--- src/rtl/popcount_pipe.sv ---
// Pipelined popcount engine: a registered pairwise adder tree feeding a
// saturating burst accumulator, with valid/ready on both sides.
module popcount_pipe #(
    parameter int DATA_W = 32,
    parameter int ACC_W  = 16
) (
    input  logic              clk,
    input  logic              rst,
    input  logic              in_valid,
    output logic              in_ready,
    input  logic [DATA_W-1:0] in_data,
    input  logic              in_acc,
    input  logic              in_last,
    output logic              out_valid,
    input  logic              out_ready,
    output logic [ACC_W-1:0]  out_count,
    output logic              out_sat
);
    localparam int L = $clog2(DATA_W);

    // Handshake contract: a beat moves on either port only in a cycle where
    // valid & ready are both high; out_* hold while out_valid & !out_ready,
    // and the whole pipe freezes together (no bubble squeezing).
    logic en;
    assign en       = !out_valid | out_ready;
    assign in_ready = en;

    // Level k holds DATA_W>>k partial sums of k+1 bits; level 0 is the raw input.
    for (genvar k = 0; k <= L; k++) begin : g_lvl
        localparam int N = DATA_W >> k;
        localparam int W = k + 1;
        logic [N*W-1:0] s;
        logic           v;
        logic           a;
        logic           l;
        if (k == 0) begin : g_in
            assign s = in_data;
            assign v = in_valid;
            assign a = in_acc;
            assign l = in_last;
        end else begin : g_add
            always_ff @(posedge clk or posedge rst) begin
                if (rst) begin
                    s <= '0;
                    v <= 1'b0;
                    a <= 1'b0;
                    l <= 1'b0;
                end else if (en) begin
                    for (int i = 0; i < N; i++) begin
                        s[i*W +: W] <= (W)'(g_lvl[k-1].s[(2*i)*(W-1) +: W-1])
                                     + (W)'(g_lvl[k-1].s[(2*i+1)*(W-1) +: W-1]);
                    end
                    v <= g_lvl[k-1].v;
                    a <= g_lvl[k-1].a;
                    l <= g_lvl[k-1].l;
                end
            end
        end
    end

    logic [ACC_W-1:0] acc;
    logic             sticky;
    logic [ACC_W:0]   pc_ext;
    logic [ACC_W:0]   sum;
    logic             sat_now;
    logic [ACC_W-1:0] res;
    logic             emit;

    // acc <= 2^ACC_W-1 and pc <= DATA_W < 2^ACC_W, so overflow shows only in the top bit.
    always_comb begin
        pc_ext  = (ACC_W+1)'(g_lvl[L].s);
        sum     = {1'b0, acc} + pc_ext;
        sat_now = sum[ACC_W];
        res     = sat_now ? {ACC_W{1'b1}} : sum[ACC_W-1:0];
        emit    = g_lvl[L].v & (g_lvl[L].l | !g_lvl[L].a);
    end

    always_ff @(posedge clk or posedge rst) begin
        if (rst) begin
            out_valid <= 1'b0;
            out_count <= '0;
            out_sat   <= 1'b0;
            acc       <= '0;
            sticky    <= 1'b0;
        end else if (en) begin
            // With en high the current result is either absent or being taken.
            out_valid <= emit;
            if (emit) begin
                out_count <= res;
                out_sat   <= sticky | sat_now;
                acc       <= '0;
                sticky    <= 1'b0;
            end else if (g_lvl[L].v) begin
                acc    <= res;
                sticky <= sticky | sat_now;
            end
        end
    end
endmodule

--- config.mk ---
export PLATFORM = sky130hd
export DESIGN_NAME = popcount_pipe
export DESIGN_NICKNAME = d
export VERILOG_FILES = /design/src/rtl/popcount_pipe.sv
export SDC_FILE = /design/constraint.sdc
export NUM_CORES = 1
export LEC_CHECK = 0
export BUFFER_PORTS_ARGS = -buffer_cell sky130_fd_sc_hd__buf_4
export CAP_MARGIN = 30
export CORE_MARGIN = 3
export CORE_UTILIZATION = 60
export CTS_CLUSTER_DIAMETER = 100
export DETAILED_ROUTE_END_ITERATION = 8
export GPL_ROUTABILITY_DRIVEN = 1
export PLACE_DENSITY = 0.8
export SLEW_MARGIN = 20
export SYNTH_ARGS = -nofsm -noshare
export SYNTH_HDL_FRONTEND = slang
export SYNTH_SLANG_ARGS = --single-unit
--- constraint.sdc ---
create_clock -name clk -period 5.85 [get_ports clk]
set_input_delay 0 -clock clk [delete_from_list [all_inputs] [get_ports clk]]
set_output_delay 0 -clock clk [all_outputs]
set_load 0.01 [all_outputs]
==> metrics.csv, run 1 <==
metric;value;unit
Worst Setup SP;out_valid;
busiest grt layer;met2;
DRT antenna net count;0;
DRT Pass-1 Iters;5;
number of synthesized flops with an enable pin;0;
clock skew;0.00519;ns
number of synthesized register bits;138;
Clock Root Buffer;clkbuf_16;
slowest stage delay, CP;0.75;ns
endpoints failing setup;0;
top cell type's share of synthesized area;0.503;
n_diodes;0;
Critical Path End Type;flip-flop;
syn nets;836;
total core area;0.0110;mm²
CTS tree;done;
kind of critical path;flip-flop to flip-flop;
Inserted Clock Buffers;17;
CTS clk-pin slew, worst paths;0.06;ns
num rows;38;
R2R setup slack;2.35;ns
Die Wd;113;µm
crit start category;flip-flop;
Total GRT Usage;0.243;
Post-synth top cells;nand2_1, dfrtp_1, ha_1;
Final Hold Vio Count;0;
PwrDens;499;mW/mm²
crit-path max FO;80;
Clock Tree Buf Depth;2;
hold path cells;5;
WL final;14300;µm
worst skew pair latency;0.42;ns
H-tree Lvls;4;
setup TNS;0;ns
count of nets after finishing;937;
grt met3 use;0.0572;
Worst setup endpoint;out_count[15];
Die Span Y;113;µm
period utilisation layout;0.598;
post_cts resized;0;
full die area;0.0128;mm²
most frequent cell after synthesis;nand2_1;
min cycle time layout;3.50;ns
largest delay contributor family on the critical path;simple AND/OR/NAND/NOR gates;
Yosys top cell by area;dfrtp_1;
P_leak;4.37;nW
Max Slew Vio Count;0;
Final HPWL DP;8580;µm
Cell variety after synth;40;
VDD IR-drop max;362;µV
mapped cell area;0.00686;mm²
Reg2Reg Depth;7;
pin count of the biggest net entering global routing;83;
Relative slew margins;0.412;
clock sinks;138;
fraction of registers with async set/reset;1.00;
R2R Path End;out_count[15];
Max Cap Violations;0;
vias in the first global route;5476;
detailed-route via count;5212;
first-pass GRT wire length;25100;µm
worst r2r src;out_valid;
drc violations;0;
Area growth syn-to-layout;23.6;%
crit-path cells;nor2b_4 > buf_4 > clkinv_2 > and2_1 > nand2_1 > nor2_1 > a21oi_1;
routed len/inst;14.6;µm
crit path buf inv count;2;
Worst EP arrival;3.84;ns
gpl congestion;0.838;
path type of the worst min-delay path;input pin to flip-flop;
fin cells;981;
unrepaired setup endpoints after global routing;no;
status;finished clean;
mean post-synth cell area;9.44;µm²
maximum clock frequency;286;MHz
Initial Utilization;0.622;
Main synth FF type;dfrtp_1;
total number of yosys warnings;0;
top post-synthesis cells by area;dfrtp_1, nand2_1, ha_1;
sequential share of the synthesized area;0.503;
fraction of layout cells with a size suffix above 1;0.121;
io pins;57;
Critical Path Slowest Stage Cell;clkinv_2;
worst-margin pin slew;0.882;ns
Stages on worst setup path;7;
vias per cell;5.31;
initial antenna violation count;0;
GRT overflow;0;
met1 GRT Util;0.298;
synthesized instance count;727;
Port-buffer cells;56;
met2 Use GR;0.427;
WP data required;6.19;ns
Tot Pwr;4.23;mW
initial drt markers;383;
Placed Cells;897;
HP Start;out_ready;
[registers in the layout, summed over array words and instances, names as in the netlist]
signal	flops
g_lvl.s	88
acc	16
out_count	16
g_lvl.a	5
g_lvl.l	5
g_lvl.v	5
out_sat	1
out_valid	1
sticky	1
[cells by family (layout without fill, tap and decap cells)]
family / count (synthesis) / after routing / share of synthesized area
AND/OR/NAND/NOR: 334 / 334 / 0.202
flip-flops: 138 / 138 / 0.503
AO/OA/AOI/OAI: 106 / 106 / 0.0872
adder cells (fa/ha/maj): 71 / 71 / 0.147
buffers and inverters: 56 / 170 / 0.0325
XOR/XNOR: 21 / 21 / 0.0268
multiplexers: 1 / 1 / 0.00146
[cell type report]
type	count	area [µm²]
multi-input cells	533	3190
inverters	25	97.6
repair buffers	113	978
clock buffers	21	460
fillers	704	2550
flip-flops and latches	138	3450
well taps	140	175
clock inverters	11	121
[metrics by stage]
stage	cell area (µm²)	worst slack, ns	utilization	hold slack (ns)
after floorplan	6860	2.15	-	0.112
after CTS	8480	2.39	0.769	0.294
after global placement	7380	2.53	0.669	0.203
after global routing	8480	1.95	0.769	0.316
after detailed placement	7380	2.42	0.669	0.207
final	8480	2.35	0.769	0.271
[cell usage in the layout, fill, tap and decap left out, types with 2 or more instances in the layout]
cell type / count
clkinvlp_4: 2
nor3_1: 10
fa_1: 16
ha_1: 55
bufinv_16: 2
o21ai_0: 32
clkbuf_1: 2
clkinv_4: 3
buf_4: 61
clkbuf_16: 17
clkbuf_8: 2
nor2_1: 51
o31ai_1: 3
xnor2_1: 9
xor2_1: 12
o21ai_1: 2
a21oi_1: 51
and3_1: 2
nor3_2: 4
dfrtp_1: 138
dlygate4sd3_1: 52
nand2_1: 244
and4b_1: 2
a211o_1: 3
nor2b_1: 4
a21o_1: 10
nand3_1: 2
inv_1: 23
nor3b_1: 2
clkinv_2: 5
and4_1: 4
[worst register-to-register path, stage by stage (launching register included)]
cell and delay (ns):
dfrtp_1 0.35, nor2b_4 0.13, buf_4 0.60, clkinv_2 0.82, and2_1 0.57, nand2_1 0.51, nor2_1 0.26, a21oi_1 0.19
[power by group]
group	switching, mW	leakage (nW)	internal, mW
Combinational	0.933	2.36	0.697
Clock	0.402	0.283	0.648
Sequential	0.229	1.72	1.33
[layer usage]
| metal | routed length (µm) | up-vias | part of all wire |
|---|---|---|---|
| met5 | 0 | - | 0 |
| met4 | 180 | 0 | 0.013 |
| met3 | 589 | 20 | 0.041 |
| met2 | 7550 | 126 | 0.53 |
| met1 | 6020 | 2484 | 0.42 |
| li1 | - | 2582 | - |
[how the worst min path moves through the flow]
stage / to / slack [ns]
2_1_floorplan: g_lvl[1].a / 0.11
3_3_place_gp: g_lvl[1].v / 0.20
3_5_place_dp: g_lvl[1].a / 0.21
4_1_cts: g_lvl[4].v / 0.29
5_1_grt: g_lvl[5].a / 0.32
6_report: g_lvl[4].v / 0.27
[timing repair]
| item | CTS | global route |
|---|---|---|
| endpoints found under the setup margin | 0 | 0 |
| hold endpoints to repair | 102 | 0 |
| setup buffers | 0 | 0 |
| hold buffers | 52 | 0 |
Power figures use the tool's default switching activity.
==> run 2: changes to the inputs <==
- ABC_AREA: unset -> 1
- CORE_UTILIZATION: 60 -> 54
- PLACE_DENSITY: 0.8 -> 0.76
- clock period: 5.85 -> 2.9 ns (I/O delays scaled with it)
==> run 2 against run 1 <==
Against the previous run: die area grew 13%; critical path type unchanged; combinational power up 76%; sequential share of layout area is 1.3 points lower; total power rose by 90%; register-to-register slack lost 1.6 ns; largest power group is now registers; clock skew grew 0.0018 ns; largest cell class unchanged; global-route usage fell by 2.3 points.
==> metrics.csv, run 2 <==
metric;value;unit;change
DRT antenna net count;0;;unchanged
drc violations;0;;unchanged
initial drt markers;229;;-40%
worst r2r src;g_lvl[5].s[0];;
io pins;57;;unchanged
Largest regs;g_lvl.s: 88 flops, acc: 16 flops, out_count: 16 flops;;
Die Wd;120;µm;+6.5%
Area growth syn-to-layout;24.4;%;
total core area;0.0127;mm²;+15%
num rows;41;;+7.9%
vias in the first global route;5434;;-0.77%
Final Hold Vio Count;0;;unchanged
WP data required;3.18;ns;-3.01 ns
Yosys top cell by area;dfrtp_1;;
Placed Cells;1026;;+14%
DRT Pass-1 Iters;4;;-1
status;finished clean;;
HP Start;out_ready;;
endpoints failing setup;0;;unchanged
kind of critical path;flip-flop to flip-flop;;
gpl congestion;0.839;;+0.20%
syn nets;928;;+11%
crit-path max FO;16;;-80%
full die area;0.0145;mm²;+13%
top post-synthesis cells by area;dfrtp_1, nand2_1, ha_1;;
fin cells;1109;;+13%
number of synthesized register bits;138;;unchanged
Clock Tree Buf Depth;2;;unchanged
pin count of the biggest net entering global routing;97;;+17%
worst-margin pin slew;0.577;ns;-0.305 ns
commonest non-fill, non-tap cell in the layout;nand2_1;;
GRT overflow;0;;unchanged
top cell type's share of synthesized area;0.490;;-0.0133
H-tree Lvls;4;;unchanged
period utilisation layout;0.740;;+0.142
worst skew pair latency;0.42;ns;about the same
vias per cell;4.94;;-7.0%
Max Cap Violations;0;;unchanged
path type of the worst min-delay path;input pin to flip-flop;;
most frequent cell after synthesis;nand2_1;;
P_leak;4.76;nW;+9.0%
PwrDens;920;mW/mm²;+84%
Worst Setup SP;g_lvl[5].s[0];;
first-pass GRT wire length;25400;µm;+1.6%
n_diodes;0;;unchanged
CTS tree;done;;
Total GRT Usage;0.220;;-0.0234
Top reg by flops;g_lvl.s;;
Critical Path End Type;flip-flop;;
maximum clock frequency;466;MHz;+63%
Final HPWL DP;8780;µm;+2.4%
mean post-synth cell area;8.61;µm²;-8.8%
number of synthesized flops with an enable pin;0;;unchanged
Port-buffer cells;56;;unchanged
synthesized instance count;819;;+13%
VDD IR-drop max;537;µV;+48%
Max Slew Vio Count;0;;unchanged
initial antenna violation count;0;;unchanged
Die Span Y;120;µm;+6.5%
max reg flops;88;;unchanged
sequential share of the synthesized area;0.490;;-0.0133
min cycle time layout;2.15;ns;-1.35 ns
clock skew;0.00703;ns;+0.00184 ns
detailed-route via count;5477;;+5.1%
unrepaired setup endpoints after global routing;no;;
crit start category;flip-flop;;
Post-synth top cells;nand2_1, dfrtp_1, inv_1;;
Clock Root Buffer;clkbuf_16;;
CTS clk-pin slew, worst paths;0.05;ns;about the same
Core Util, Final;0.692;;-0.0766
clock sinks;138;;unchanged
mapped cell area;0.00705;mm²;+2.7%
Worst EP arrival;2.43;ns;-1.41 ns
fraction of registers with async set/reset;1.00;;unchanged
WL final;14600;µm;+2.0%
routed len/inst;13.2;µm;-9.8%
total number of yosys warnings;0;;unchanged
fraction of layout cells with a size suffix above 1;0.120;;-0.00175
Inserted Clock Buffers;17;;unchanged
Main synth FF type;dfrtp_1;;
Cell variety after synth;32;;-20%
Initial Utilization;0.556;;-0.0658
FILL cells;955;;+36%
most frequent cells in the layout;nand2_1, dfrtp_1, buf_4;;
count of nets after finishing;1035;;+10%
setup TNS;0;ns;unchanged
Relative slew margins;0.615;;+0.203
## run 2: cell types whose count changed after synthesis, moves of 6 or more
| cell | change |
|---|---|
| a21o_1 | -6 |
| a21oi_1 | -35 |
| buf_2 | +7 |
| clkbuf_1 | -13 |
| inv_1 | +34 |
| nand2_1 | +125 |
| nand3_1 | +26 |
| nor2_1 | -25 |
| nor3_1 | -8 |
| o21ai_0 | +8 |
| xnor2_1 | -9 |
## run 2: layout make-up
class | instances | area [µm²] | area share
Clock buffer | 23 | 468 | 0.0534
Clock inverter | 7 | 118 | 0.0134
Inverter | 64 | 244 | 0.0278
Multi-Input combinational cell | 590 | 3240 | 0.370
Sequential cell | 138 | 3450 | 0.394
Tap cell | 172 | 215 | 0.0245
Timing Repair Buffer | 115 | 1030 | 0.118
## run 2: path summary, 6_finish.rpt
| path | endpoint | slack (ns) | cells after the start |
|---|---|---|---|
| max | acc[8] | 0.75 | 12 |
| min | acc[10] | 0.10 | 4 |
| max reg2reg | acc[8] | 0.75 | 12 |
| min reg2reg | g_lvl[3].l | 0.47 | 2 |
| max in group asynchronous | g_lvl[2].s[21] | 2.08 | 4 |
| min in group asynchronous | g_lvl[3].s[0] | 0.13 | 3 |
## run 2: critical path, cell delays in order, from the launching register on
cell and delay, ns:
dfrtp_1 0.39, ha_1 0.23, fa_1 0.39, nand2_1 0.11
nand2_1 0.11, nand2_4 0.10, inv_2 0.04, nand2_2 0.06
nand2_2 0.07, nand2_4 0.20, nand3_1 0.14, nand2_1 0.08
o21ai_0 0.10
## run 2: kinds of logic (layout without fill, tap and decap cells)
logic type,Yosys count,in the layout,synth area share
AOI/OAI and AO/OA,64,64,0.0479
adders and majority gates,71,71,0.143
buffers and inverters,91,209,0.0509
DFF,138,138,0.490
and+or+nand+nor,448,448,0.259
xor gates and xnor gates,7,7,0.00870
## run 2: timing repair
action,in CTS,in global routing
hold buffers,52,0
setup buffers,0,0
hold endpoints to repair,72,0
resized for setup,0,0
## run 2: metal layers
metal	share of wire	GRT usage	wire length [µm]
met1	0.48	0.302	7030
met2	0.47	0.354	6900
met3	0.033	0.0514	483
met4	0.014	0.0630	204
met5	0	0	0
## run 2: stage by stage
stage                     setup WS (ns)  power (mW)  area, µm²  hold WS (ns)
after CTS                         0.744        8.12       8750        0.0906
after global routing              0.595        8.73       8770         0.153
after global placement            0.917        5.71       7640         0.210
final                             0.753        8.06       8770         0.104
after floorplan                    1.03        5.07       7050         0.121
after detailed placement          0.778        5.83       7640         0.215
## run 2: power breakdown
group	switching, mW	internal, mW
Sequential	0.415	2.60
Clock	0.784	1.39
Combinational	1.70	1.17
Total	2.90	5.16
==> run 3: changes to the inputs <==
- clock period: 2.9 -> 1.9 ns (I/O delays scaled with it)
==> run 3 against run 2 <==
Against the previous run: critical path depth up 1; design area rose by 2.5%; worst setup slack lost 0.69 ns; combinational power increased by 59%; utilization up 1.8 points; largest power group unchanged; global-route usage grew 0.19 points; largest cell class unchanged; clock skew rose by 0.00077 ns.
==> metrics.csv, run 3 (same netlist as run 2, synthesis figures left out) <==
metric;value;unit;change
PwrDens;1380;mW/mm²;+51%
Clock Root Buffer;clkbuf_16;;
Initial Utilization;0.556;;unchanged
Inserted Clock Buffers;17;;unchanged
status;finished clean;;
DRT Pass-1 Iters;5;;+1
commonest non-fill, non-tap cell in the layout;nand2_1;;
worst skew pair latency;0.42;ns;about the same
initial drt markers;344;;+50%
setup TNS;0;ns;unchanged
detailed-route via count;5684;;+3.8%
drc violations;0;;unchanged
pin count of the biggest net entering global routing;57;;-41%
DRT antenna net count;0;;unchanged
fraction of layout cells with a size suffix above 1;0.147;;+0.0274
worst-margin pin slew;0.707;ns;+0.130 ns
H-tree Lvls;4;;unchanged
gpl congestion;0.861;;+2.5%
n_diodes;0;;unchanged
count of nets after finishing;1050;;+1.4%
max reg flops;88;;unchanged
crit-path max FO;7;;-9
met2 Use GR;0.368;;+0.0144
Max Cap Violations;0;;unchanged
R2R Path End;acc[3];;
kind of critical path;flip-flop to flip-flop;;
first-pass GRT wire length;25700;µm;+1.1%
Area growth syn-to-layout;27.6;%;
crit start category;flip-flop;;
num rows;41;;unchanged
Largest regs;g_lvl.s: 88 flops, acc: 16 flops, out_count: 16 flops;;
WL final;15000;µm;+2.3%
Relative slew margins;0.528;;-0.0877
min cycle time layout;1.84;ns;-0.308 ns
Final HPWL DP;8990;µm;+2.4%
busiest grt layer;met2;;
WP data required;2.20;ns;-0.98 ns
Hold Slack;0.258;ns;+0.155 ns
period utilisation layout;0.968;;+0.228
crit-path cells;ha_2 > fa_2 > nand2_2 > nand2_2 > nand2_4 > inv_2 > nand2_4 > nand2_8 > nand2_8 > buf_12 > nand3b_4 > nand2_1 > nand2_1;;
Die Wd;120;µm;unchanged
Worst EP arrival;2.14;ns;-0.29 ns
CTS clk-pin slew, worst paths;0.05;ns;about the same
clock sinks;138;;unchanged
endpoints failing setup;0;;unchanged
Max Slew Vio Count;0;;unchanged
FILL cells;918;;-3.9%
slowest stage delay, CP;0.38;ns;about the same
maximum clock frequency;544;MHz;+17%
Critical Path End Type;flip-flop;;
Core Util, Final;0.710;;+0.0176
routed len/inst;13.3;µm;+0.85%
Clock Tree Buf Depth;2;;unchanged
Placement Setup Slack;-0.124;ns;-0.902 ns
Final Hold Vio Count;0;;unchanged
min setup slack post-route;0.0604;ns;-0.692 ns
vias in the first global route;5600;;+3.1%
vias per cell;5.05;;+2.3%
grt met3 use;0.0514;;unchanged
crit path buf inv count;2;;+1
Die Span Y;120;µm;unchanged
total core area;0.0127;mm²;unchanged
Total GRT Usage;0.222;;+0.00193
Top reg by flops;g_lvl.s;;
io pins;57;;unchanged
Worst Setup SP;acc[0];;
worst r2r src;acc[0];;
GRT overflow;0;;unchanged
path type of the worst min-delay path;input pin to asynchronous set/reset pin;;
met1 GRT Util;0.293;;-0.00884
unrepaired setup endpoints after global routing;yes;;
VDD IR-drop max;831;µV;+55%
largest delay contributor family on the critical path;simple AND/OR/NAND/NOR gates;;
Port-buffer cells;56;;unchanged
P_leak;4.87;nW;+2.2%
full die area;0.0145;mm²;unchanged
Tot Pwr;12.4;mW;+54%
R2R setup slack;0.06;ns;-0.69 ns
most frequent cells in the layout;nand2_1, dfrtp_1, buf_4;;
clock skew;0.00780;ns;+0.000769 ns
initial antenna violation count;0;;unchanged
CTS tree;done;;
Reg2Reg Depth;13;;+1
Critical Path Slowest Stage Cell;dfrtp_1;;
## run 3: cell type report
type,instances,area (µm²),share of cell area
Timing Repair Buffer,129,1170,0.130
Clock inverter,10,116,0.0129
Inverter,64,244,0.0271
Tap cell,172,215,0.0239
Sequential cell,138,3450,0.384
Clock buffer,21,480,0.0534
Multi-Input combinational cell,591,3320,0.369
## run 3: how the worst max path moves through the flow
stage          slack [ns]           end  cells past startpoint
3_3_place_gp        -0.07  out_count[2]                     12
2_1_floorplan        0.03        acc[3]                     13
3_5_place_dp        -0.12        acc[7]                     12
6_report             0.06        acc[3]                     13
5_1_grt             -0.05        acc[6]                     12
4_1_cts              0.02  out_count[3]                     13
## run 3: tightest hold or removal path: stages
cell and delay [ns]:
dlygate4sd3_1 0.53, buf_4 0.14, clkinvlp_4 0.47
## run 3: power breakdown
| part | internal, mW | total (mW) | switching (mW) |
|---|---|---|---|
| registers | 3.97 | 4.61 | 0.636 |
| clock network | 2.06 | 3.28 | 1.22 |
| logic | 1.92 | 4.56 | 2.64 |
## run 3: routing by layer
| layer | part of all wire | vias up |
|---|---|---|
| met5 | 0 | - |
| met1 | 0.44 | 2716 |
| met3 | 0.038 | 22 |
| met2 | 0.50 | 133 |
| li1 | - | 2813 |
| met4 | 0.015 | 0 |
## run 3: metrics by stage
step	cell area, µm²	cells
after global placement	7730	1034
after CTS	8930	1122
after floorplan	7050	819
final	8990	1125
after global routing	8990	1125
after detailed placement	7730	1034
## run 3: what timing repair did
| action | in CTS | in global routing |
|---|---|---|
| buffers inserted | 3 | 3 |
| hold buffers | 53 | 0 |
| resized for setup | 5 | 11 |
| pin swaps | 1 | 3 |
| hold endpoints to repair | 66 | 0 |
| cloned | 1 | 0 |
| endpoints found under the setup margin | 30 | 33 |
